--- config.mk ---
export PLATFORM = sky130hd
export DESIGN_NAME = rr_lock_arb
export DESIGN_NICKNAME = d
export VERILOG_FILES = /design/src/rtl/rr_lock_arb.sv
export SDC_FILE = /design/constraint.sdc
export NUM_CORES = 1
export LEC_CHECK = 0
export BUFFER_PORTS_ARGS = -buffer_cell sky130_fd_sc_hd__clkbuf_2
export CORE_MARGIN = 2
export CORE_UTILIZATION = 29
export DETAILED_ROUTE_END_ITERATION = 7
export PLACE_DENSITY_LB_ADDON = 0.12
export SETUP_SLACK_MARGIN = 0.05
export SLEW_MARGIN = 10
export SYNTH_ARGS = -nofsm -noshare
export SYNTH_HDL_FRONTEND = slang
export SYNTH_SLANG_ARGS = --single-unit
--- constraint.sdc ---
create_clock -name clk -period 2.65 [get_ports clk]
set_input_delay 0.53 -clock clk [delete_from_list [all_inputs] [get_ports clk]]
set_output_delay 0.53 -clock clk [all_outputs]
set_load 0.01 [all_outputs]
--- src/rtl/rr_lock_arb.sv ---
// rr_lock_arb: round-robin arbiter whose grant stays locked for a whole
// transaction. The grant is released by i_ack & i_last. On release the next
// winner is loaded in the same cycle, so back-to-back transactions have no
// idle cycle between them.
module rr_lock_arb #(
    parameter  int W  = 4,
    localparam int IW = $clog2(W)
) (
    input  logic          clk,
    input  logic          rst,
    input  logic [W-1:0]  i_req,
    input  logic          i_ack,
    input  logic          i_last,
    output logic [W-1:0]  o_gnt,
    output logic          o_gnt_vld,
    output logic [IW-1:0] o_gnt_id
);

    typedef enum logic {IDLE, BUSY} state_t;

    state_t          state, state_nxt;
    logic [IW-1:0]   ptr, ptr_nxt;
    logic [W-1:0]    gnt, gnt_nxt;
    logic [IW-1:0]   gnt_id, gnt_id_nxt;

    logic            rel;       // release of the locked transaction this cycle
    logic [IW-1:0]   rel_ptr;   // priority pointer that applies after a release
    logic [IW-1:0]   sel_ptr;   // pointer used by the selection this cycle
    logic            hit;
    logic            found;
    logic [IW-1:0]   sel_id;
    logic [W-1:0]    sel;

    // Work out the release condition and the pointer the selection should use.
    // NOTE: every signal written in an always_comb gets a value before any
    // branch; a path that left one unassigned would infer a latch.
    always_comb begin
        rel     = (state == BUSY) && i_ack && i_last;
        // W need not be a power of two, so wrap at W-1 and not at 2^IW-1.
        rel_ptr = (gnt_id == IW'(W - 1)) ? '0 : gnt_id + IW'(1);
        sel_ptr = (state == BUSY) ? rel_ptr : ptr;
    end

    // Two LSB-first priority selects: requests at or above sel_ptr first, then
    // all requests, which handles the wrap-around.
    always_comb begin
        hit    = |i_req;
        found  = 1'b0;
        sel_id = '0;
        for (int i = 0; i < W; i++) begin
            if (!found && i_req[i] && (i >= int'(sel_ptr))) begin
                found  = 1'b1;
                sel_id = IW'(i);
            end
        end
        for (int i = 0; i < W; i++) begin
            if (!found && i_req[i]) begin
                found  = 1'b1;
                sel_id = IW'(i);
            end
        end
        sel = hit ? ({{(W - 1){1'b0}}, 1'b1} << sel_id) : '0;
    end

    // Next-state logic: take a grant in IDLE, hold it in BUSY until release.
    always_comb begin
        state_nxt  = state;
        ptr_nxt    = ptr;
        gnt_nxt    = gnt;
        gnt_id_nxt = gnt_id;
        unique case (state)
            IDLE: begin
                if (hit) begin
                    state_nxt  = BUSY;
                    gnt_nxt    = sel;
                    gnt_id_nxt = sel_id;
                end
            end
            BUSY: begin
                if (rel) begin
                    ptr_nxt = rel_ptr;
                    if (hit) begin
                        gnt_nxt    = sel;
                        gnt_id_nxt = sel_id;
                    end else begin
                        state_nxt  = IDLE;
                        gnt_nxt    = '0;
                        gnt_id_nxt = '0;
                    end
                end
            end
            default: state_nxt = IDLE;
        endcase
    end

    // State register with synchronous reset; reset wins over a release.
    // NOTE: sequential state uses non-blocking assignments only, so every
    // flop samples the values from before the clock edge.
    always_ff @(posedge clk) begin
        if (rst) begin
            state  <= IDLE;
            ptr    <= '0;
            gnt    <= '0;
            gnt_id <= '0;
        end else begin
            state  <= state_nxt;
            ptr    <= ptr_nxt;
            gnt    <= gnt_nxt;
            gnt_id <= gnt_id_nxt;
        end
    end

    assign o_gnt     = gnt;
    assign o_gnt_vld = |gnt;
    assign o_gnt_id  = gnt_id;

`ifndef SYNTHESIS
    a_onehot: assert property (@(posedge clk) $onehot0(o_gnt));
    a_vld:    assert property (@(posedge clk) o_gnt_vld == (|o_gnt));
    a_locked: assert property (@(posedge clk) disable iff (rst)
                  ($past(state) == BUSY && !$past(rel) && !$past(rst)) |-> $stable(o_gnt));
`endif

endmodule
==> metrics.md, run 1 <==
| Metric | Value |
|---|---|
| Synthesized flop and latch total | 9 |
| Max-slew headroom | 0.628 |
| Congestion Overflow GR | 0 |
| Layout Nets | 84 |
| Clk buf depth | 2 |
| Area Growth Syn to Fin | 23.0% |
| H-tree levels | 1 |
| Number of flops mapped to enable cells by yosys | 0 |
| DRT Pass-1 Iters | 4 |
| Final min period | roughly 2 ns |
| Top cell type's share of synthesized area | 0.334 |
| Die area | 2220 um^2 |
| Initial Util | 0.309 |
| # rows | 15 |
| Reg area | approximately 180 um^2 |
| CTS buffer count | 3 |
| Clk sinks | 9 |
| CP Max Fanout | 7 |
| Critical Path AT | ~2.1 ns |
| RSZ-0062 raised after global routing | false |
| Routed Antenna Nets | 0 |
| Syn_area_per_cell | around 9.5 um^2 |
| FILL cells | 189 |
| Synthesized area | around 540 um^2 |
| Vias per std cell | between 4 and 5 |
| Number of global-route vias before repair | around 440 |
| Pin count of the biggest net entering global routing | 9 |
| Critical-path top delay cell | nor4b_4 |
| Setup TNS | 0 ns |
| Gpl congestion | between 0.7 and 0.8 |
| Clock transition at the registers of the reported paths | ~0.06 ns |
| Wire length per cell | 11.8 um |
| Post-Synthesis Cells | between 50 and 60 |
| CP cell instances | ha_1 -> mux2i_4 -> mux2i_1 -> nor4b_4 -> inv_2 -> a32o_1 |
| Worst VDD drop | around 0.00023 V |
| Clock tree from TritonCTS | built |
| Fin crit share | 0.743 |
| Antenna diode count | 0 |
| Core area | around 1700 um^2 |
| Share of cells above drive strength 1 | 0.311 |
| Outcome | completed |
| Most common flop cell mapped by yosys | dfxtp_1 |
| YS warnings | 0 |
| Final setup violation count | 0 |
| Max-slew violations | 0 |
| Postcts setup bufs | 0 |
| Final Hold Fails | 0 |
| First-pass GRT wire length | approximately 2000 um |
| Worst slew pin tran | 0.553 ns |
| Multi-input gate area | approximately 350 um^2 |
| Initial antenna violation count | 0 |
| Dpl hpwl | 896 um |
| Worst Hold Class | reg -> reg |
| Cts hold-fix bufs | 0 |
| Number of primary I/O pins | 15 |
| Crit. End Element | flop |
| # resized after CTS | 0 |
| Required @ worst endpoint | approximately 2.8 ns |
| DR iter-0 viols | 7 |
| PwrDens | 531 nW/um^2 |
| Die height | roughly 47 um |
| Synth cell types | 29 |
| Clock Skew | around 0.0024 ns |
| Top cell type by total area after synthesis | dfxtp_1 |
| Total Wirelength | ~1200 um |
| Total GRT Usage | 0.133 |
| Clk_lat worst skew | approximately 0.26 ns |
| Via count | just under 500 |
| # Max-Cap Violations | 0 |
| Drt drc | 0 |
| Mapped Nets | 66 |
| Critical Path Max Stage Delay | 0.46 ns |
| Crit Path Class | reg -> reg |
| Root Driver | clkbuf_4 |
| PortBufs | 14 |
| Die width | 47.1 um |
| Top area cells in the synthesized netlist | dfxtp_1 (33%), a32o_1 (5.6%), nor2_1 (4.9%) |
| Post-layout util | 0.380 |
| LEAKAGE | between 0.2 and 0.3 nW |
| Sequential area share after synthesis | 0.334 |
| Fmax | 0.508 GHz |
| CP startpoint kind | flop |
| Post-synth ARST share | 0 |
## layout by cell type (no fill, tap or decap), drive strengths merged, types with 2 or more instances in the layout
cell,netlist,layout
dfxtp,9,9
nor2b,3,3
clkbuf,0,18
mux2i,3,3
a21oi,4,4
a32o,3,3
nor2,7,7
nand2b,3,3
nor4b,2,2
nand2,4,4
o21a,2,2
## cell type report
cell class | instances | area share
multi-input combinational | 46 | 0.530
timing repair buffer | 14 | 0.106
inverter | 1 | 0.00566
tap | 25 | 0.0472
sequential | 9 | 0.272
clock buffer | 4 | 0.0396
## metrics by stage
stage | total power [mW] | std cells | cell area (um^2) | hold slack (ns) | setup WS (ns)
2_1_floorplan | 0.219 | 57 | 539 | 0.449 | 0.797
3_3_place_gp | 0.249 | 95 | 637 | 0.472 | 0.650
3_5_place_dp | 0.248 | 95 | 637 | 0.472 | 0.677
4_1_cts | 0.358 | 99 | 663 | 0.487 | 0.663
5_1_grt | 0.379 | 99 | 663 | 0.517 | 0.498
6_report | 0.352 | 99 | 663 | 0.486 | 0.682
## worst paths after layout
kind / startpoint / to / slack [ns] / cells past startpoint
worst max-delay path: o_gnt_id[0]$_SDFFE_PP0P_ / o_gnt[2]$_SDFFE_PP0P_ / 0.68 / 6
worst min-delay path: o_gnt[0]$_SDFFE_PP0P_ / o_gnt[0]$_SDFFE_PP0P_ / 0.49 / 2
worst max register to register: o_gnt_id[0]$_SDFFE_PP0P_ / o_gnt[2]$_SDFFE_PP0P_ / 0.68 / 6
worst min register to register: o_gnt[0]$_SDFFE_PP0P_ / o_gnt[0]$_SDFFE_PP0P_ / 0.49 / 2
## metal layers
metal | track usage | vias up | part of all wire
li1 | - | 251 | -
met1 | 0.200 | 231 | 0.54
met2 | 0.164 | 8 | 0.41
met3 | 0.0346 | 2 | 0.034
met4 | 0.0833 | 0 | 0.010
met5 | 0 | - | 0
## worst max-delay path, delay by kind of cell (launching register included)
kind            cells  cell delay, ns
mux                 2            0.43
flops               1            0.41
simple gates        1            0.46
buf+inv             1            0.04
fa+ha+maj           1            0.30
compound gates      1            0.21
## sequential cells by signal, summed over array words and instances, names as in the netlist
| name | flops |
|---|---|
| o_gnt | 4 |
| o_gnt_id | 2 |
| ptr | 2 |
| state | 1 |
## cell usage after synthesis, drive strengths merged, types with 2 or more instances
master	count
nand2b	3
mux2i	3
o21a	2
nand2	4
nor2	7
a21oi	4
dfxtp	9
a32o	3
nor4b	2
nor2b	3
## cell families (layout without fill, tap and decap cells)
family / after synthesis / in the layout / share of synthesized area
mux: 3 / 3 / 0.0789
buf+inv: 2 / 19 / 0.0139
flops: 9 / 9 / 0.334
fa+ha+maj: 1 / 1 / 0.0232
compound gates: 16 / 16 / 0.232
simple gates: 26 / 26 / 0.318
## where the power goes
| group | internal [mW] | switching [mW] |
|---|---|---|
| registers | 0.145 | 0.00904 |
| clock network | 0.0581 | 0.0496 |
| logic | 0.0422 | 0.0487 |
Power figures use the tool's default switching activity.
==> inputs of run 2 (changes only) <==
Clock period 2.65 ns to 1.83 ns, I/O delays scaled along.
==> metrics.md, run 2 (synthesis gave the netlist of run 1 again) <==
| Metric | Value |
|---|---|
| Die width | ~47 um |
| Crit Path Class | reg -> reg |
| Critical Path AT | roughly 1.8 ns |
| Critical-path top delay cell | dfxtp_2 |
| Total GRT Usage | 0.134 |
| Via count | between 500 and 600 |
| Die height | between 40 and 50 um |
| Hold_ws | 0.407 ns |
| Pin count of the biggest net entering global routing | 9 |
| Share of cells above drive strength 1 | 0.457 |
| Vias per std cell | a little under 5 |
| Max-slew violations | 0 |
| Clk buf depth | 2 |
| Final Hold Fails | 0 |
| Antenna diode count | 0 |
| Worst VDD drop | between 0.0003 and 0.0004 V |
| Fmax | ~0.60 GHz |
| Final min period | approximately 1.7 ns |
| Required @ worst endpoint | ~2.0 ns |
| Internal | roughly 0.38 mW |
| Routed Antenna Nets | 0 |
| Final setup violation count | 0 |
| # rows | 15 |
| Placement Cell Area | between 600 and 700 um^2 |
| # Max-Cap Violations | 0 |
| Clock tree from TritonCTS | built |
| CP cell instances | ha_4 -> mux2i_4 -> buf_4 -> nand2_1 -> o211ai_1 -> nor2_1 -> o41ai_4 |
| CP Max Fanout | 4 |
| Post-layout util | 0.438 |
| Core area | 1750 um^2 |
| Placed cells | 100 |
| LEAKAGE | around 0.33 nW |
| First-pass GRT wire length | between 2000 and 2500 um |
| Number of primary I/O pins | 15 |
| Initial antenna violation count | 0 |
| Sequential power share | 0.407 |
| H-tree levels | 1 |
| Crit. End Element | flop |
| Net Sw Power | between 0.15 and 0.2 mW |
| Clk_lat worst skew | 0.26 ns |
| Cell Count, Final, Fillers Out | between 100 and 150 |
| Number of global-route vias before repair | 441 |
| Outcome | completed |
| Area Growth Syn to Fin | 41.8% |
| Setup ws final | 0.165 ns |
| DR iter-0 viols | 7 |
| PwrDens | around 700 nW/um^2 |
| RSZ-0062 raised after global routing | true |
| Congestion Overflow GR | 0 |
| Place WS | -0.0320 ns |
| Max-slew headroom | 0.775 |
| Sw frac | 0.303 |
| Most common cell after layout, fill and taps aside | clkbuf_2 |
| PortBufs | 14 |
| DRT Pass-1 Iters | 4 |
| Most frequent cells in the layout | clkbuf_2 (14), nor2_1 (7), dfxtp_1 (7), buf_4 (7) |
| Wire length per cell | between 10 and 15 um |
| Layout Nets | between 90 and 100 |
| CP startpoint kind | flop |
| Die area | between 2000 and 2500 um^2 |
| Fin area | 764 um^2 |
| Cts hold-fix bufs | 0 |
| Clock Skew | approximately 0.0043 ns |
| Clk sinks | 9 |
| Clock transition at the registers of the reported paths | ~0.060 ns |
| Drt drc | 0 |
| Fin crit share | 0.910 |
| Clock power frac | 0.278 |
| Critical Path Max Stage Delay | 0.33 ns |
| Worst Hold Class | in -> reg |
| Root Driver | clkbuf_4 |
| Dpl hpwl | around 940 um |
| Worst slew pin tran | between 0.3 and 0.4 ns |
| CTS buffer count | 3 |
| Total Wirelength | 1250 um |
| Initial Util | 0.309 |
| Comb power frac | 0.315 |
| Largest register FFs | 4 |
| Gpl congestion | 0.759 |
-- run 2: cell types whose count changed in the layout (fill, tap and decap cells not counted), sizes merged --
cell  change
buf       +7
-- run 2: timing repair --
| action | 4_1_cts | 5_1_grt |
|---|---|---|
| endpoints found under the hold margin | 0 | 0 |
| gates cloned | 0 | 0 |
| setup buffers | 2 | 1 |
| resized for setup | 2 | 6 |
| endpoints found under the setup margin | 5 | 5 |
| pin swaps | 1 | 2 |
-- run 2: routing by layer --
metal,global-route usage,up-vias,wire length (um)
li1,-,267,-
met1,0.180,240,623
met2,0.192,14,555
met3,0.0346,2,60
met4,0.0833,0,10
met5,0,-,0
-- run 2: worst max-delay path: cells and delay by family, from the launching register on --
family	cells	cell delay, ns
compound gates	2	0.43
flops	1	0.33
fa+ha+maj	1	0.24
mux	1	0.21
buf+inv	1	0.18
simple gates	2	0.18
-- run 2: final cells by class --
type	count	area, um^2
Tap cell	25	31.3
Inverter	1	3.75
Sequential cell	9	183
Timing Repair Buffer	21	123
Multi-Input combinational cell	46	398
Fill cell	181	981
Clock buffer	4	26.3
-- run 2: final timing paths --
path                                                from                        to  slack, ns  depth (start not counted)
worst min-delay path                                 rst  o_gnt_id[1]$_SDFFE_PP0P_       0.41                          2
worst max-delay path            o_gnt_id[0]$_SDFFE_PP0P_     o_gnt[0]$_SDFFE_PP0P_       0.16                          7
worst min register to register       ptr[0]$_SDFFE_PP0P_       ptr[0]$_SDFFE_PP0P_       0.48                          2
worst max register to register  o_gnt_id[0]$_SDFFE_PP0P_     o_gnt[0]$_SDFFE_PP0P_       0.16                          7
-- run 2: power groups by stage --
stage	clock network [mW]	registers [mW]	logic, mW
2_1_floorplan	0	0.230	0.0882
3_3_place_gp	0	0.224	0.148
3_5_place_dp	0	0.223	0.147
4_1_cts	0.161	0.221	0.160
5_1_grt	0.169	0.224	0.189
6_report	0.151	0.222	0.172
-- run 2: per-stage QoR --
stage | power [mW] | setup TNS (ns)
floorplan | 0.318 | 0
global placement | 0.372 | -0.0781
detailed placement | 0.370 | -0.0321
CTS | 0.542 | 0
global route | 0.582 | 0
finish | 0.545 | 0
==> inputs of run 3 (changes only) <==
Settings changed: MAX_ROUTING_LAYER set to met4.
==> metrics.md, run 3 (synthesis gave the netlist of run 1 again) <==
| Metric | Value |
|---|---|
| Max-slew headroom | 0.775 |
| Clock transition at the registers of the reported paths | roughly 0.060 ns |
| Congestion Overflow GR | 0 |
| Die width | approximately 47 um |
| Final setup violation count | 0 |
| Largest register FFs | 4 |
| Clk sinks | 9 |
| Met3 wire len | around 40 um |
| Most common cell after layout, fill and taps aside | clkbuf_2 |
| Net Sw Power | roughly 0.16 mW |
| Vias per std cell | a little under 5 |
| Hold_ws | between 0.4 and 0.5 ns |
| Die height | about 47 um |
| PwrDens | 712 nW/um^2 |
| CP startpoint kind | flop |
| CP Max Fanout | 4 |
| Sw frac | 0.302 |
| Area Growth Syn to Fin | 41.8% |
| Routed Antenna Nets | 0 |
| Root Driver | clkbuf_4 |
| Required @ worst endpoint | roughly 2 ns |
| Number of global-route vias before repair | roughly 440 |
| Clock Skew | 0.00337 ns |
| Clk buf depth | 2 |
| CTS buffer count | 3 |
| LEAKAGE | ~0.33 nW |
| Fin crit share | 0.910 |
| Worst VDD drop | roughly 0.00037 V |
| Reg2reg start | o_gnt_id[0]$_SDFFE_PP0P_ |
| Antenna diode count | 0 |
| Total Wirelength | about 1200 um |
| Fin area | roughly 760 um^2 |
| Worst slew pin tran | about 0.34 ns |
| Hold path startpoint | rst |
| Comb power frac | 0.315 |
| Met1 wire length | 636 um |
| Clk_lat worst skew | 0.26 ns |
| Final min period | around 1.7 ns |
| DRT Pass-1 Iters | 4 |
| Critical Path AT | ~1.8 ns |
| Via count | 516 |
| # rows | 15 |
| Crit Path Class | reg -> reg |
| DR iter-0 viols | 7 |
| Most frequent cells in the layout | clkbuf_2 (14), nor2_1 (7), dfxtp_1 (7), buf_4 (7) |
| Initial Util | 0.309 |
| PortBufs | 14 |
| Total GRT Usage | 0.139 |
| Final Hold Fails | 0 |
| Die area | roughly 2200 um^2 |
| Dpl hpwl | between 900 and 1000 um |
| Share of cells above drive strength 1 | 0.457 |
| Pin count of the biggest net entering global routing | 9 |
| First-pass GRT wire length | between 2000 and 2500 um |
| Reg-to-reg critical path endpoint | o_gnt[0]$_SDFFE_PP0P_ |
| Outcome | completed |
| DR WL met2 | ~550 um |
| Clock power frac | 0.278 |
| Drt drc | 0 |
| Setup ws final | 0.164 ns |
| H-tree levels | 1 |
| Crit. End Element | flop |
| Hold Path Stages | 2 |
| # Max-Cap Violations | 0 |
| R2r setup slk | between 0.15 and 0.2 ns |
| Layout Nets | roughly 90 |
| Initial antenna violation count | 0 |
| Wire length per cell | about 12 um |
| Post-layout util | 0.438 |
| Number of primary I/O pins | 15 |
| Internal | ~0.38 mW |
| Highest metal used | met4 |
| Placement Cell Area | 676 um^2 |
| Hold path endpoint | o_gnt_id[1]$_SDFFE_PP0P_ |
| FILL cells | roughly 180 |
| Worst Hold Class | in -> reg |
| Max-slew violations | 0 |
| Core area | 1750 um^2 |
| Fmax | roughly 0.6 GHz |
| RSZ-0062 raised after global routing | true |
| Gpl congestion | just under 0.8 |
| R2R cell count | 7 |
| Sequential power share | 0.408 |
| Place WS | -0.0320 ns |
| Clock tree from TritonCTS | built |
run 3: cell counts in the layout (fill, tap and decap cells not counted):
No cell type changed its count.
run 3: metrics by stage:
stage / total power [mW] / cells / setup TNS [ns]
global placement: 0.372 / 100 / -0.0781
CTS: 0.542 / 106 / 0
floorplan: 0.318 / 57 / 0
detailed placement: 0.370 / 100 / -0.0321
global route: 0.582 / 106 / 0
finish: 0.544 / 106 / 0
run 3: worst max path at each step:
stage / startpoint / endpoint / slack [ns]
6_report: o_gnt_id[0]$_SDFFE_PP0P_ / o_gnt[0]$_SDFFE_PP0P_ / 0.16
3_3_place_gp: o_gnt_id[0]$_SDFFE_PP0P_ / o_gnt[2]$_SDFFE_PP0P_ / -0.05
5_1_grt: o_gnt_id[1]$_SDFFE_PP0P_ / o_gnt[0]$_SDFFE_PP0P_ / 0.03
2_1_floorplan: o_gnt_id[0]$_SDFFE_PP0P_ / o_gnt[2]$_SDFFE_PP0P_ / 0.09
3_5_place_dp: o_gnt_id[0]$_SDFFE_PP0P_ / o_gnt[2]$_SDFFE_PP0P_ / -0.03
4_1_cts: o_gnt_id[1]$_SDFFE_PP0P_ / o_gnt[0]$_SDFFE_PP0P_ / 0.06
run 3: area by class of cell:
class / instances / area [um^2] / area share
Clock buffer: 4 / 26.3 / 0.0344
Inverter: 1 / 3.75 / 0.00491
Timing Repair Buffer: 21 / 123 / 0.160
Tap cell: 25 / 31.3 / 0.0409
Sequential cell: 9 / 183 / 0.239
Multi-Input combinational cell: 46 / 398 / 0.520
run 3: layer usage:
layer,vias up,track usage
met4,0,0.0833
li1,267,-
met5,-,-
met3,2,0.0346
met2,8,0.192
met1,239,0.180
run 3: critical path: stages (launching register included):
cell and delay [ns]:
dfxtp_2 0.33, ha_4 0.24, mux2i_4 0.21, buf_4 0.18, nand2_1 0.05, o211ai_1 0.11, nor2_1 0.13, o41ai_4 0.32
run 3: timing repair:
action / in CTS / in global routing
pin swaps: 1 / 2
gates resized for setup: 2 / 6
setup buffers: 2 / 1
setup endpoints to repair: 5 / 5
hold buffers: 0 / 0
run 3: power groups by stage:
| stage | clock (mW) | sequential (mW) | combinational [mW] |
|---|---|---|---|
| global route | 0.169 | 0.224 | 0.189 |
| detailed placement | 0 | 0.223 | 0.147 |
| CTS | 0.161 | 0.221 | 0.160 |
| global placement | 0 | 0.224 | 0.148 |
| floorplan | 0 | 0.230 | 0.0882 |
| finish | 0.151 | 0.222 | 0.171 |
